<file path="src/rtl/rotary_decoder.sv">
// Quadrature rotary encoder and push-switch front end: synchronize, debounce, decode detents into pulses.
// Latency is 2 + DEB_CYCLES + 1 cycles from a stable pin edge to its pulse; there is no backpressure.
module rotary_decoder #(
  parameter int DEB_CYCLES = 16,
  parameter int CNT_W      = 16
) (
  input  logic clk,
  input  logic rst_n,
  input  logic enc_a,
  input  logic enc_b,
  input  logic sw_n,
  output logic cw,
  output logic ccw,
  output logic btn,
  output logic err
);

  // Quadrature states as {A,B}; clockwise order is DET -> QA -> QAB -> QB -> DET.
  localparam logic [1:0] Q_DET = 2'b11;
  localparam logic [1:0] Q_A   = 2'b01;
  localparam logic [1:0] Q_AB  = 2'b00;
  localparam logic [1:0] Q_B   = 2'b10;

  localparam logic [CNT_W-1:0] CNT_LAST = CNT_W'(DEB_CYCLES - 1);

  // Bit 2 = A, bit 1 = B, bit 0 = switch.
  logic [2:0]       meta;
  logic [2:0]       sync;
  logic [2:0]       deb;
  logic [2:0]       deb_q;
  logic [CNT_W-1:0] cnt [3];

  logic signed [3:0] acc;
  logic signed [3:0] acc_nx;
  logic [1:0]        q_cur;
  logic [1:0]        q_old;
  logic              step_cw;
  logic              step_ccw;
  logic              skip;
  logic              entering;

  always_ff @(posedge clk) begin
    if (!rst_n) begin
      meta <= 3'b111;
      sync <= 3'b111;
    end else begin
      meta <= {enc_a, enc_b, sw_n};
      sync <= meta;
    end
  end

  always_ff @(posedge clk) begin
    if (!rst_n) begin
      deb <= 3'b111;
      for (int i = 0; i < 3; i++) begin
        cnt[i] <= '0;
      end
    end else begin
      for (int i = 0; i < 3; i++) begin
        if (sync[i] != deb[i]) begin
          if (cnt[i] == CNT_LAST) begin
            deb[i] <= sync[i];
            cnt[i] <= '0;
          end else begin
            cnt[i] <= cnt[i] + 1'b1;
          end
        end else begin
          cnt[i] <= '0;
        end
      end
    end
  end

  // deb_q lags deb by one cycle so every debounced change is seen exactly once.
  always_ff @(posedge clk) begin
    if (!rst_n) begin
      deb_q <= 3'b111;
    end else begin
      deb_q <= deb;
    end
  end

  assign q_cur    = deb[2:1];
  assign q_old    = deb_q[2:1];
  assign entering = (q_cur == Q_DET) && (q_old != Q_DET);

  always_comb begin
    step_cw  = 1'b0;
    step_ccw = 1'b0;
    skip     = 1'b0;
    case ({q_old, q_cur})
      {Q_DET, Q_A}, {Q_A, Q_AB}, {Q_AB, Q_B}, {Q_B, Q_DET}: step_cw  = 1'b1;
      {Q_DET, Q_B}, {Q_B, Q_AB}, {Q_AB, Q_A}, {Q_A, Q_DET}: step_ccw = 1'b1;
      {Q_DET, Q_AB}, {Q_AB, Q_DET}, {Q_A, Q_B}, {Q_B, Q_A}: skip     = 1'b1;
      default: ;
    endcase
  end

  always_comb begin
    acc_nx = acc;
    if (step_cw && (acc != 4'sd4)) begin
      acc_nx = acc + 4'sd1;
    end else if (step_ccw && (acc != -4'sd4)) begin
      acc_nx = acc - 4'sd1;
    end
  end

  // A detent only counts when all four single steps were seen in one direction.
  always_ff @(posedge clk) begin
    if (!rst_n) begin
      acc <= '0;
      cw  <= 1'b0;
      ccw <= 1'b0;
      btn <= 1'b0;
      err <= 1'b0;
    end else begin
      cw  <= entering && (acc_nx == 4'sd4);
      ccw <= entering && (acc_nx == -4'sd4);
      err <= skip;
      btn <= deb_q[0] && !deb[0];
      acc <= entering ? 4'sd0 : acc_nx;
    end
  end

endmodule

</file>
<file path="config.mk">
export PLATFORM = sky130hd
export DESIGN_NAME = rotary_decoder
export DESIGN_NICKNAME = d
export VERILOG_FILES = /design/src/rtl/rotary_decoder.sv
export SDC_FILE = /design/constraint.sdc
export NUM_CORES = 1
export LEC_CHECK = 0
export CORE_ASPECT_RATIO = 1.5
export CORE_MARGIN = 5
export CORE_UTILIZATION = 55
export DETAILED_ROUTE_END_ITERATION = 16
export GPL_ROUTABILITY_DRIVEN = 0
export PLACE_DENSITY = 0.81
export SLEW_MARGIN = 0
export SYNTH_ARGS = -nofsm -noshare
export SYNTH_HDL_FRONTEND = slang
export SYNTH_SLANG_ARGS = --single-unit
</file>
<file path="constraint.sdc">
create_clock -name clk -period 1.7 [get_ports clk]
set_input_delay 0.17 -clock clk [delete_from_list [all_inputs] [get_ports clk]]
set_output_delay 0.17 -clock clk [all_outputs]
set_load 0.03 [all_outputs]
</file>
; ---- Word-level counts from Yosys, hierarchy flattened
; Memory sizes are Yosys's and may differ from the RTL's.
; Cells that the tools add are included.
[word_totals]
register_bits = 20
ram_bits = 48
word_cells = 113
mem_count = 1
[memory_table]
columns = memory, words, word_bits, read_ports, rd_ports_with_merged_regs, write_ports, line
row1 = cnt, 3, 16, 3, 0, 3, 31  ; logic [CNT_W-1:0] cnt [3];
[op_classes]
addsub = 5
n_eq_ne = 24
mux = 48
bitwise = 10
reduce_logical = 14
[ops]
columns = operator, n
row1 = $mux W16, 9
row2 = $add A16 B1 Y16 const B, 3
row3 = $eq A16 B4 Y1 const B, 3
row4 = $mux W1, 37
row5 = $eq A4 B4 Y1 const B, 7
row6 = $eq A4 B3 Y1 const B, 4
row7 = $reduce_or A4 Y1, 3
row8 = $or A1 B1 Y1, 9
row9 = $eq A4 B2 Y1 const B, 2
row10 = $mux W4, 2
row11 = $logic_and A1 B1 Y1, 6
row12 = $reduce_and A2 Y1, 3
row13 = $add A4 B2 Y4 const B, 1
row14 = $eq A4 B1 Y1 const B, 1
row15 = $ne A4 B3 Y1 const B, 1
row16 = $ne A4 B4 Y1 const B, 1
row17 = $sub A4 B2 Y4 const B, 1
row18 = $ne A1 B1 Y1, 3
row19 = $eq A2 B2 Y1 const B, 1
row20 = $ne A2 B2 Y1 const B, 1
row21 = $reduce_or A2 Y1, 1
row22 = $logic_not A1 Y1, 1
row23 = $not A1 Y1, 1

; ---- Logic depth before layout (Yosys ltp)
[depth]
ltp_word = 8
depth_mapped = 7
mapped_depth_nobuf = 7

; ---- Least setup slack after synthesis
; Ideal clock, no wire load.
[synth_timing]
kind = register to register
start = memory cnt[0][0]
end = memory cnt[0][10], data pin
setup_time_ns = 0.266
arrival_time_ns = 1.457
required_ns = 1.434
slack_ns = -0.023
path_stages_with_launch = 7
synth_period_minus_slack_ns = 1.723
cell_sequence = edfxtp_1 ha_1 and3_1 nand4_1 nand3_1 clkbuf_1 nor2_1
[synth_rtl]
columns = element, line
row1 = "start, declared", 31

==> impl_metrics.yaml <==
run_status:
  status: "completed"
setup_path:
  critical_path.cell_chain: "ha_2, nand3_2, or3_4, or3_1, a21oi_1"
  critPathMaxStageDelay_ns: 0.40
  crit_start: "cnt[0][1]"
  critical_path_class: "reg2reg"
  reg2reg_from: "cnt[0][1]"
  crit_path_end: "cnt[0][12]"
  worstPathArrival_ns: 1.86
  crit_buf_inv: 0
  crit_slowest_cell: "or3_4"
  startpoint_type: "flip-flop"
  cp.required_ns: 1.88
  crit_family: "simple AND/OR/NAND/NOR gates"
  critPathCaptureType: "flip-flop"
  rrSetupSlack_ns: 0.02
  reg2reg_depth: 5
  cp_num_cells: 5
  crit_fanout: 5
  r2r-end: "cnt[0][12]"
synth:
  synth_area_leaders: "edfxtp_1 (42%), dfxtp_1 (12%), xor2_1 (6.2%)"
  yosys_warnings: 0
  yosysTopAreaCellShare: 0.4228
  synth-edff-count: 48
  avgSynthCellArea_um2: 10.49
  synth_cell_types: 40
  ys_ff_latch: 68
  synth_top_flop_cell: "edfxtp_1"
  async_flop_share: 0
  netlist.top_cell.by_area: "edfxtp_1"
  seq_area_frac_synth: 0.5402
  synthCells: 325
  netlist_area_mm2: 0.003410
sta:
  slew_viol_final: 0
  finalCriticalPeriod_ns: 1.678
  hold_viol: 0
  setup_slack_ns: 0.02162
  timing.hold.ws_ns: 0.3914
  grt_setup_unrepaired: "yes"
  fin_tns_setup_ns: 0
  finalSetupViolations: 0
  max_freq_mhz: 595.8
  fin_crit_sh: 0.9873
  fin_skew_ns: 0.008540
routing:
  drt-pass1-iter-count: 4
  drc: 0
  totalWireLength_um: 6139
  routedWlPerCell_um: 12.43
  drt_iter0_drc: 125
  ant_nets: 0
  vias: 2557
  viasPerCell: 5.176
placement:
  dpl_worst_slack_ns: -0.04410
  dp_hpwl_um: 4372
  port_buffers: 8
final_layout:
  final_common_cell: "nor2_1"
  area_growth_pct: 25.80
  num_antenna_cells: 0
  nNetsFinal: 425
  layout-drive-gt1-share: 0.1952
  final_cell_mix: "nor2_1 (54), edfxtp_1 (48), conb_1 (48), buf_4 (31), xor2_1 (24)"
grt:
  grt_pass1_vias: 2463
  grt_pass1_wl_um: 10070
  grt_start_max_net_pins: 17
  grtUsageTotal: 0.1630
  grt-ovfl-total: 0
  antenna_found_initial: 0
clock_tree:
  cts_buffer_depth: 2
  cts_hold_buf: 0
  cts_made_buffers: 9
  clock-sinks: 68
  path_clk_slew_ns: 0.07
  clock_latency_ns: 0.34
  cts_tree: "done"
  cts-htree-levels: 3
  clock_tree.root_cell: "clkbuf_8"
flow_run:
  drv_cap: 0
worst_hold_path:
  hold_depth: 2
  worstHoldPathType: "in2reg"
floorplan:
  fp.dieH_um: 106.4
  coreArea_mm2: 0.006087
  start_util: 0.5601
  io_pins: 9
  row_count: 35
  chipWidth_um: 74.29
  dieArea_mm2: 0.007906
power_and_ir_drop:
  powerDensity_mw_per_mm2: 771.6
  peakVddDrop_mv: 0.6548
  power_leakage_uw: 0.001629
[synth_stat cells, drive strengths merged, types with 2 or more instances]
master / n
nor2: 54
edfxtp: 48
nand3: 25
xor2: 25
dfxtp: 20
xnor2: 19
nand2: 16
inv: 15
and3: 10
nand4: 10
nor4: 10
nand2b: 9
or3: 9
nor3: 8
a21oi: 7
buf: 6
o21ai: 6
ha: 5
clkbuf: 4
mux2i: 3
a31oi: 2
o31ai: 2
[cell type report]
type / count / area (µm²)
Clock inverter: 3 / 18.77
Fill cell: 458 / 1798
Multi-Input combinational cell: 279 / 1735
Timing Repair Buffer: 42 / 355.3
Clock buffer: 13 / 180.2
Tap cell: 74 / 92.59
Sequential cell: 68 / 1848
Inverter: 15 / 58.81
[logic make-up (layout without fill, tap and decap cells)]
family / after synthesis / in the layout / synth area share
other: 1 / 48 / 0.001100
DFF: 68 / 68 / 0.5402
adders and majority gates: 5 / 5 / 0.01835
AOI/OAI and AO/OA: 22 / 22 / 0.04550
muxes: 4 / 4 / 0.01211
buffers and inverters: 25 / 73 / 0.03596
and+or+nand+nor: 156 / 156 / 0.2316
xor gates and xnor gates: 44 / 44 / 0.1152
[worst min-delay path by stage]
stage	endpoint	startpoint	slack [ns]
final	meta[2]	enc_a	0.39
after global routing	meta[2]	enc_a	0.37
after CTS	meta[2]	enc_a	0.38
after detailed placement	sync[2]	meta[2]	0.39
after global placement	sync[0]	meta[0]	0.39
after floorplan	meta[0]	sw_n	0.27
[power breakdown]
part	leakage [µW]	internal (µW)	switching (µW)	total, µW
clock	0.000105	696	579	1280
sequential	0.000659	1830	48.6	1870
combinational	0.000865	73.6	86.3	160
total	0.00163	2600	714	3310
[registers in the layout, indices dropped and copies added, names as in the netlist]
signal / flops
err: 1
ccw: 1
sync: 3
deb: 3
btn: 1
acc: 4
cw: 1
cnt: 48
deb_q: 3
meta: 3
[metal layers]
metal / global-route usage / part of all wire / vias to the layer above
met5: 0 / 0 / -
met4: 0.07125 / 0.024 / 0
met3: 0.04352 / 0.029 / 15
met2: 0.2824 / 0.53 / 29
met1: 0.1828 / 0.42 / 1228
li1: - / - / 1285
[through the flow]
stage	cell area [µm²]	power, µW	util	cells
after detailed placement	3930	2059	0.6456	474
after floorplan	3587	1996	-	372
after global placement	3930	2050	0.6456	474
final	4289	3309	0.7046	494
after global routing	4289	3453	0.7046	494
after CTS	4138	3340	0.6798	490
[timing repair]
action                                  CTS  global route
pin swaps                                 0            10
buffers inserted                          0             4
resized for setup                         3            28
endpoints found under the setup margin    4            38
Power figures use the tool's default switching activity.
